**src/rtl/dma_axi_arb.sv**
```systemverilog
// dma_axi_arb: per-cycle arbiter between the vector DMA lane ports and the
// AXI slave request channel in front of the banked scratchpad. AXI requests
// are deferred by DMA traffic for at most AXI_WAIT_MAX cycles. AXI reads are
// tracked through the bank latency and returned as a one-cycle pulse.
// Optional feature macro: DMA_AXI_ARB_STATS_EN (grant/stall statistics).
module dma_axi_arb #(
    parameter int ADDRWIDTH    = 11,
    parameter int NUMLANES     = 8,
    parameter int WIDTH        = 16,
    parameter int MEMLAT       = 1,
    parameter int AXI_WAIT_MAX = 3
) (
    input  logic                          clk,
    input  logic                          reset,
    input  logic [NUMLANES*ADDRWIDTH-1:0] dma_addr,
    input  logic [NUMLANES*WIDTH-1:0]     dma_data,
    input  logic [NUMLANES-1:0]           dma_rden,
    input  logic [NUMLANES-1:0]           dma_wren,
    output logic                          dma_stall,
    output logic [NUMLANES*WIDTH-1:0]     dma_out,
    input  logic                          axi_req_valid,
    input  logic                          axi_req_type,
    input  logic [ADDRWIDTH-1:0]          axi_addr,
    input  logic [NUMLANES*WIDTH-1:0]     axi_wdata,
    output logic                          axi_req_ready,
    output logic                          axi_rvalid,
    output logic [NUMLANES*WIDTH-1:0]     axi_rdata,
    output logic [NUMLANES*ADDRWIDTH-1:0] mem_addr,
    output logic [NUMLANES*WIDTH-1:0]     mem_data,
    output logic [NUMLANES-1:0]           mem_rden,
    output logic [NUMLANES-1:0]           mem_wren,
    input  logic [NUMLANES*WIDTH-1:0]     mem_readdata,
    output logic [31:0]                   stat_axi_grants,
    output logic [31:0]                   stat_dma_stalls
);

    // Handshake: an AXI request is taken in exactly the cycle where
    // axi_req_valid and axi_req_ready are both high; a DMA request is taken in
    // every cycle where it is active and dma_stall is low. Read responses have
    // no backpressure: axi_rvalid is a single-cycle pulse that must be consumed.

    localparam int WW = $clog2(AXI_WAIT_MAX + 1);
    localparam logic [WW-1:0] WAIT_MAX = WW'(AXI_WAIT_MAX);

    logic              dma_active;
    logic              grant_axi;
    logic [WW-1:0]     wait_cnt;
    logic [MEMLAT-1:0] tag_q;
    logic              tag_in;

    assign dma_active = |(dma_rden | dma_wren);
    assign grant_axi  = axi_req_valid & (~dma_active | (wait_cnt == WAIT_MAX));
    assign tag_in     = grant_axi & ~axi_req_type;
    assign dma_out    = mem_readdata;

    // Starvation counter: counts consecutive deferred cycles of a pending AXI request.
    always_ff @(posedge clk) begin
        if (reset) begin
            wait_cnt <= '0;
        end else if (!axi_req_valid || grant_axi) begin
            wait_cnt <= '0;
        end else if (wait_cnt != WAIT_MAX) begin
            wait_cnt <= wait_cnt + WW'(1);
        end
    end

    // Bank request mux: AXI drives all lanes with consecutive addresses when granted.
    always_comb begin
        mem_addr      = dma_addr;
        mem_data      = dma_data;
        mem_rden      = dma_rden;
        mem_wren      = dma_wren;
        axi_req_ready = 1'b0;
        dma_stall     = 1'b0;
        if (grant_axi) begin
            for (int i = 0; i < NUMLANES; i++) begin
                mem_addr[i*ADDRWIDTH +: ADDRWIDTH] = axi_addr + ADDRWIDTH'(i);
            end
            mem_data      = axi_wdata;
            mem_rden      = {NUMLANES{~axi_req_type}};
            mem_wren      = {NUMLANES{axi_req_type}};
            axi_req_ready = 1'b1;
            dma_stall     = dma_active;
        end
    end

    // Read tag pipeline and response capture; a tag leaving the pipe marks valid bank data.
    always_ff @(posedge clk) begin
        if (reset) begin
            tag_q      <= '0;
            axi_rvalid <= 1'b0;
            axi_rdata  <= '0;
        end else begin
            tag_q[0] <= tag_in;
            for (int i = 1; i < MEMLAT; i++) begin
                tag_q[i] <= tag_q[i-1];
            end
            axi_rvalid <= tag_q[MEMLAT-1];
            if (tag_q[MEMLAT-1]) begin
                axi_rdata <= mem_readdata;
            end
        end
    end

`ifdef DMA_AXI_ARB_STATS_EN
    // Saturating statistics counters for AXI grants and DMA stall cycles.
    always_ff @(posedge clk) begin
        if (reset) begin
            stat_axi_grants <= '0;
            stat_dma_stalls <= '0;
        end else begin
            if (grant_axi && (stat_axi_grants != 32'hFFFF_FFFF)) begin
                stat_axi_grants <= stat_axi_grants + 32'd1;
            end
            if (dma_stall && (stat_dma_stalls != 32'hFFFF_FFFF)) begin
                stat_dma_stalls <= stat_dma_stalls + 32'd1;
            end
        end
    end
`else
    assign stat_axi_grants = '0;
    assign stat_dma_stalls = '0;
`endif

endmodule

```
**config.mk**
```make
export PLATFORM = sky130hd
export DESIGN_NAME = dma_axi_arb
export DESIGN_NICKNAME = d
export VERILOG_FILES = /design/src/rtl/dma_axi_arb.sv
export SDC_FILE = /design/constraint.sdc
export NUM_CORES = 1
export LEC_CHECK = 0
export ABC_AREA = 1
export CORE_AREA = 2 2 415 417
export CTS_CLUSTER_DIAMETER = 50
export DETAILED_ROUTE_END_ITERATION = 8
export DIE_AREA = 0 0 417 419
export SLEW_MARGIN = 20
export SYNTH_ARGS = -nofsm -noshare
export SYNTH_HDL_FRONTEND = slang
export SYNTH_SLANG_ARGS = --single-unit
```
**constraint.sdc**
```tcl
create_clock -name clk -period 2 [get_ports clk]
set_input_delay 0.4 -clock clk [delete_from_list [all_inputs] [get_ports clk]]
set_output_delay 0.4 -clock clk [all_outputs]
set_load 0.05 [all_outputs]
```
==> flow_metrics.tcl, run 1 <==
set metrics [dict create \
    status "finished, violations left" \
    violations "setup timing" \
    hold_path_class "primary input to flip-flop" \
    grt_max_degree 79 \
    synth_commonest_cells "nand2_1 (836), nand3_1 (217), buf_4 (210), dfxtp_1 (132), a21oi_1 (130)" \
    hold_viol 0 \
    worstReg2RegEnd "axi_rdata[15]$_SDFFE_PP0P_" \
    synth_ff_type "dfxtp_1" \
    synthArstFlopShare_pct 0 \
    register_area_um2 2650 \
    die_h_um 419 \
    setup_ws_ns -0.642 \
    clkPwrFrac_pct 26.0 \
    htreeDepth 4 \
    routedLengthMet1_mm 45.7 \
    post-route-cell-area_um2 32300 \
    start_kind "primary input" \
    hold_depth 2 \
    gp_congestion 0.972 \
    wl_mm 124 \
    wl_per_cell_um 24.7 \
    synth.most_common_cell "nand2_1" \
    wl_met2_mm 60.0 \
    vias 16002 \
    ys_seq_elements 132 \
    cts_sinks 132 \
    combinationalPowerShare_pct 52.5 \
    die-area_um2 175000 \
    ys_warn_count 0 \
    nets 3276 \
    fmax_mhz 379 \
    clk_pin_slew_ns 0.06 \
    worst_r2r_startpoint "tag_q$_SDFF_PP0_" \
    boundaryPins 1058 \
    p_sw_mw 5.04 \
    synthCells 1745 \
    final_core_util_pct 18.9 \
    dr.pass1.iters 5 \
    synthTopCellsByArea "nand2_1 (30%), dfxtp_1 (26%), buf_4 (15%)" \
    finalCritPeriodShare_pct 132 \
    die_x_um 417 \
    rows 152 \
    grt_pass1_vias 15528 \
    swShare_pct 41.2 \
    finalSetupViolations 234 \
    hold_buffers 0 \
    crit_end "mem_data[116]" \
    route.met3.wl_mm 13.0 \
    synth_area_leader_cell "nand2_1" \
    port_buffers 993 \
    r2r_cells 3 \
    cp.arrival_ns 2.24 \
    rsz0062_at_grt "yes" \
    multi_input_area_um2 9760 \
    grt_pass1_wl_mm 153 \
    skew_ns 0.0193 \
    cp-end-kind "output port" \
    insertion_delay_ns 0.49 \
    hp-start "reset" \
    ant_nets 0 \
    hpwlAfterDp_mm 105 \
    ys_seq_area_share_pct 25.7 \
    reg2reg_slack_ns 0.45 \
    cts_buffer_depth 2 \
    final_layout_size_suffix_gt1_share_pct 45.9 \
    avgSynthCellArea_um2 5.90 \
    syn_to_final_growth_pct 214 \
    maxSlewHeadroom_pct 55.2 \
    top_layer_used "met5" \
    worst_ep_required_time_ns 1.60 \
    detail_route.vias_per_cell 3.18 \
    grt_overflow 0 \
    core_um2 171000 \
    grtUsageTotal_pct 13.5 \
    p_leak_nw 13.9 \
    start_util_pct 6.04 \
    p_per_area_nw_per_um2 379 \
    worstMarginPinSlew_ns 0.672 \
    synth_cell_types 20 \
    seq_power_share_pct 21.6 \
    synth_edf_count 0 \
    synthesis.area_um2 10300 \
    maxSlewViolCount 0 \
    criticalPathCategory "primary input to output port" \
    p_int_mw 7.19 \
    fill_cells 18697 \
    crit_start "dma_rden[0]" \
    post-route-drc-count 0 \
    cts_buffers 17 \
    fin_crit_ns 2.64 \
    cts_tree "done" \
    vdd_drop_max_mv 0.565 \
    antenna_found_initial 74 \
    path_max_fanout 6 \
    post_dp_cell_area_um2 25000 \
    clock-root-buffer "clkbuf_16" \
    max_cap_viol_count 0 \
    drtIter0Drc 977 \
    yosys.area.top_type_share_pct 30.5 \
]
cell usage in the layout (no fill, tap or decap), types with 84 or more instances in the layout:
| master | netlist | routed |
|---|---|---|
| nand2_4 | 2 | 282 |
| buf_4 | 210 | 179 |
| nand2_2 | 0 | 112 |
| a21oi_1 | 130 | 129 |
| buf_12 | 0 | 286 |
| nand3_1 | 217 | 125 |
| clkdlybuf4s50_1 | 0 | 479 |
| buf_8 | 0 | 124 |
| nand2_1 | 836 | 394 |
| dlymetal6s2s_1 | 0 | 84 |
| dfxtp_1 | 132 | 129 |
cell type report:
class / instances / area share (%)
inverter: 26 / 0.364
timing repair buffer: 1253 / 50.6
clock inverter: 14 / 0.434
antenna: 31 / 0.240
sequential: 132 / 8.20
clock buffer: 18 / 1.33
multi-input combinational: 1332 / 30.2
tap: 2233 / 8.65
critical path, cell delays in order:
cell and delay (ns):
clkdlybuf4s15_2 0.21, nor2_2 0.14, nand2_4 0.10, nor2_4 0.13
nand2_4 0.09, nand2_8 0.15, buf_12 0.14, buf_12 0.15
buf_4 0.17, nand3_1 0.19, nand2_4 0.18, buf_12 0.15
flip-flops by register name, summed over array words and instances (netlist names):
signal	count
wait_cnt	2
axi_rdata	128
axi_rvalid	1
tag_q	1
power by group through the flow:
stage / clock network [mW] / registers [mW] / logic [mW]
5_1_grt: 3.42 / 2.63 / 6.63
2_1_floorplan: 0 / 2.70 / 2.52
4_1_cts: 3.31 / 2.64 / 6.13
3_3_place_gp: 0 / 2.69 / 5.52
6_report: 3.17 / 2.64 / 6.42
3_5_place_dp: 0 / 2.69 / 5.50
routing by layer:
layer / track usage, % / vias to the layer above
li1: - / 7344
met4: 5.88 / 34
met5: 0.472 / -
met3: 6.28 / 193
met2: 22.0 / 759
met1: 14.8 / 7672
repair_timing:
action,4_1_cts,5_1_grt
endpoints found under the setup margin,319,318
resized for setup,921,534
cloned,26,5
pin swaps,69,89
setup buffers,50,13
worst min path at each step:
stage                                            end
after floorplan             wait_cnt[0]$_SDFFE_PP0N_
after global placement      wait_cnt[0]$_SDFFE_PP0N_
after detailed placement    wait_cnt[0]$_SDFFE_PP0N_
after CTS                 axi_rdata[25]$_SDFFE_PP0P_
after global routing      axi_rdata[65]$_SDFFE_PP0P_
final                     axi_rdata[65]$_SDFFE_PP0P_
cells by family (layout without fill, tap and decap cells):
kind of cell             after synthesis  in the layout  synth area share, %
AO/OA/AOI/OAI                        130            130                 6.32
flip-flops                           132            132                 25.7
adder cells (fa/ha/maj)               11             11                 1.34
buffers and inverters                345           1311                 20.7
XOR/XNOR                              35             35                 2.98
other                                  1             95               0.0364
AND/OR/NAND/NOR                     1091           1092                 43.0
per-stage QoR:
| step | hold WS [ns] | setup TNS [ns] | cells | worst slack [ns] | total power, mW |
|---|---|---|---|---|---|
| floorplan | 0.399 | 0 | 1808 | 0.00385 | 5.23 |
| global placement | 0.413 | -256.65 | 4900 | -1.57 | 8.21 |
| detailed placement | 0.413 | -252.39 | 4900 | -1.56 | 8.20 |
| CTS | 0.193 | -145.46 | 5005 | -0.671 | 12.1 |
| global route | 0.210 | -138.01 | 5034 | -0.697 | 12.7 |
| finish | 0.248 | -115.61 | 5039 | -0.642 | 12.2 |
(Power assumes the default switching activity.)
==> inputs of run 2 (changes only) <==
--- a/config.mk
+++ b/config.mk
@@ -7,7 +7,6 @@
 export LEC_CHECK = 0
 export ABC_AREA = 1
 export CORE_AREA = 2 2 415 417
-export CTS_CLUSTER_DIAMETER = 50
 export DETAILED_ROUTE_END_ITERATION = 8
 export DIE_AREA = 0 0 417 419
 export SLEW_MARGIN = 20
==> results of run 2 <==
Same layout as run 1: the final DEF is identical, and so are final timing and power.
==> inputs of run 3 (changes only) <==
--- a/config.mk
+++ b/config.mk
@@ -6,6 +6,7 @@
 export NUM_CORES = 1
 export LEC_CHECK = 0
 export ABC_AREA = 1
+export CAP_MARGIN = 0
 export CORE_AREA = 2 2 415 417
 export DETAILED_ROUTE_END_ITERATION = 8
 export DIE_AREA = 0 0 417 419
==> results of run 3 <==
Same layout as run 1: the final DEF is identical, and so are final timing and power.
==> variant (config.mk and constraints of run 3) <==
The option `DMA_AXI_ARB_STATS_EN` is turned on by a define.
--- a/src/rtl/dma_axi_arb.sv
+++ b/src/rtl/dma_axi_arb.sv
@@ -3,6 +3,8 @@
 // are deferred by DMA traffic for at most AXI_WAIT_MAX cycles. AXI reads are
 // tracked through the bank latency and returned as a one-cycle pulse.
 // Optional feature macro: DMA_AXI_ARB_STATS_EN (grant/stall statistics).
+`define DMA_AXI_ARB_STATS_EN
+
 module dma_axi_arb #(
     parameter int ADDRWIDTH    = 11,
     parameter int NUMLANES     = 8,
Check against the original RTL: not equivalent (a bounded check fails within 4 cycles, from zero or initial values and one cycle with reset high).
==> variant against run 3 <==
The run still ends with negative setup slack left; power grew 20%; routed wire length grew 24%; sequential power rose by 48%; synthesized area increased by 31%; worst hold slack improved by 0.063 ns; combinational power grew 5.3%; setup slack worse by 0.0057 ns; sequential cell count rose by 64; design area up 14%; critical path type unchanged.
==> variant: results (changes against run 3) <==
vias in the first global route=19483 (was 15528); CP peak stage delay=0.23 ns (was 0.21 ns); Post-layout nets=3929 (was 3276); biggest regs=axi_rdata (128), stat_axi_grants (32), stat_dma_stalls (32) (was axi_rdata (128), wait_cnt (2)); Place WS=-1.56 ns (about the same); dpl hpwl=136 mm (was 105 mm); worst setup margin=-0.648 ns (was -0.642 ns); failing checks=negative setup slack (unchanged); crit path to=mem_data[83] (was mem_data[116]); first-pass GRT wire length=195 mm (was 153 mm); Max Fanout on Critical Path=7 (was 6); final setup vio count=321 (was 234); final wirelength=155 mm (was 124 mm); Iteration-0 DRC Markers=1255 (was 977); status=complete, but fails checks (unchanged); initial antenna violation count=80 (was 74); Critical Path Slowest Stage Cell=clkdlybuf4s15_1 (was clkdlybuf4s15_2); Adder-Cell Fraction of Synth Area=0.0111 (was 0.0134); R2R setup slack=-0.05 ns (was 0.45 ns); Synth area leaders=dfxtp_1 29%, nand2_1 24%, nor2_1 12% (was nand2_1 30%, dfxtp_1 26%, buf_4 15%); commonest cells in the netlist=861 x nand2_1, 421 x nor2_1, 196 x dfxtp_1, 181 x o21ai_0, 137 x buf_4 (was 836 x nand2_1, 217 x nand3_1, 210 x buf_4, 132 x dfxtp_1, 130 x a21oi_1); WL/cell=27.2 µm (was 24.7 µm); worst reg2reg path startpoint=stat_dma_stalls[0] (was tag_q); Post-Place Cells=5585 (was 4900); Fin Setup TNS=-134.17 ns (was -115.61 ns); IO buf count=1057 (was 993); multiplexer share of the synthesized area=0.000742 (was 0); Synth cell types=34 (was 20); worst flop-to-flop path endpoint=stat_dma_stalls[28] (was axi_rdata[15]); largest net degree at the start of global routing=109 (was 79); worst skew pair latency=0.54 ns (was 0.49 ns); via count=19855 (was 16002)
-- variant: per-layer routing --
layer,vias to the layer above,share of wire,track usage
met3,251,0.079,0.0605
li1,9195,-,-
met2,864,0.56,0.333
met1,9459,0.33,0.162
met5,-,0.0036,0
met4,86,0.031,0.0539
-- variant: layout make-up --
class                           instances  area (µm²)
Antenna cell                           20        50.0
Clock buffer                           18         439
Clock inverter                         14         190
Fill cell                           18527      134000
Inverter                               65         274
Multi-Input combinational cell       1731       11000
Sequential cell                       196        3940
Tap cell                             2233        2790
Timing Repair Buffer                 1403       18200
-- variant: timing repair --
action	CTS	global route
pin swaps	77	49
resized for setup	357	146
gates cloned	10	6
endpoints found under the hold margin	0	0
setup endpoints to repair	381	322
buffers inserted	17	18
-- variant: how the worst min path moves through the flow --
stage | end | cells after the start
final | stat_axi_grants[24] | 4
after global routing | stat_axi_grants[24] | 4
after CTS | stat_axi_grants[24] | 4
after detailed placement | wait_cnt[0] | 1
after global placement | wait_cnt[0] | 1
after floorplan | wait_cnt[0] | 1
-- variant: power by group --
group | switching (mW) | internal (mW) | leakage [nW] | total (mW)
sequential | 0.00625 | 3.91 | 1.58 | 3.91
combinational | 3.59 | 3.17 | 13.5 | 6.76
clock | 2.04 | 1.95 | 0.311 | 3.98
-- variant: stage by stage --
step / utilization / power, mW / hold WS (ns)
after global placement: 0.196 / 10.5 / 0.424
after global routing: 0.216 / 15.1 / 0.305
after CTS: 0.211 / 14.9 / 0.261
after detailed placement: 0.196 / 10.5 / 0.439
final: 0.216 / 14.7 / 0.310
after floorplan: - / 6.39 / 0.406
-- variant: critical path, delay by kind of cell --
family | cells | cell delay (ns)
buffers and inverters | 6 | 0.93
AND/OR/NAND/NOR | 8 | 0.87
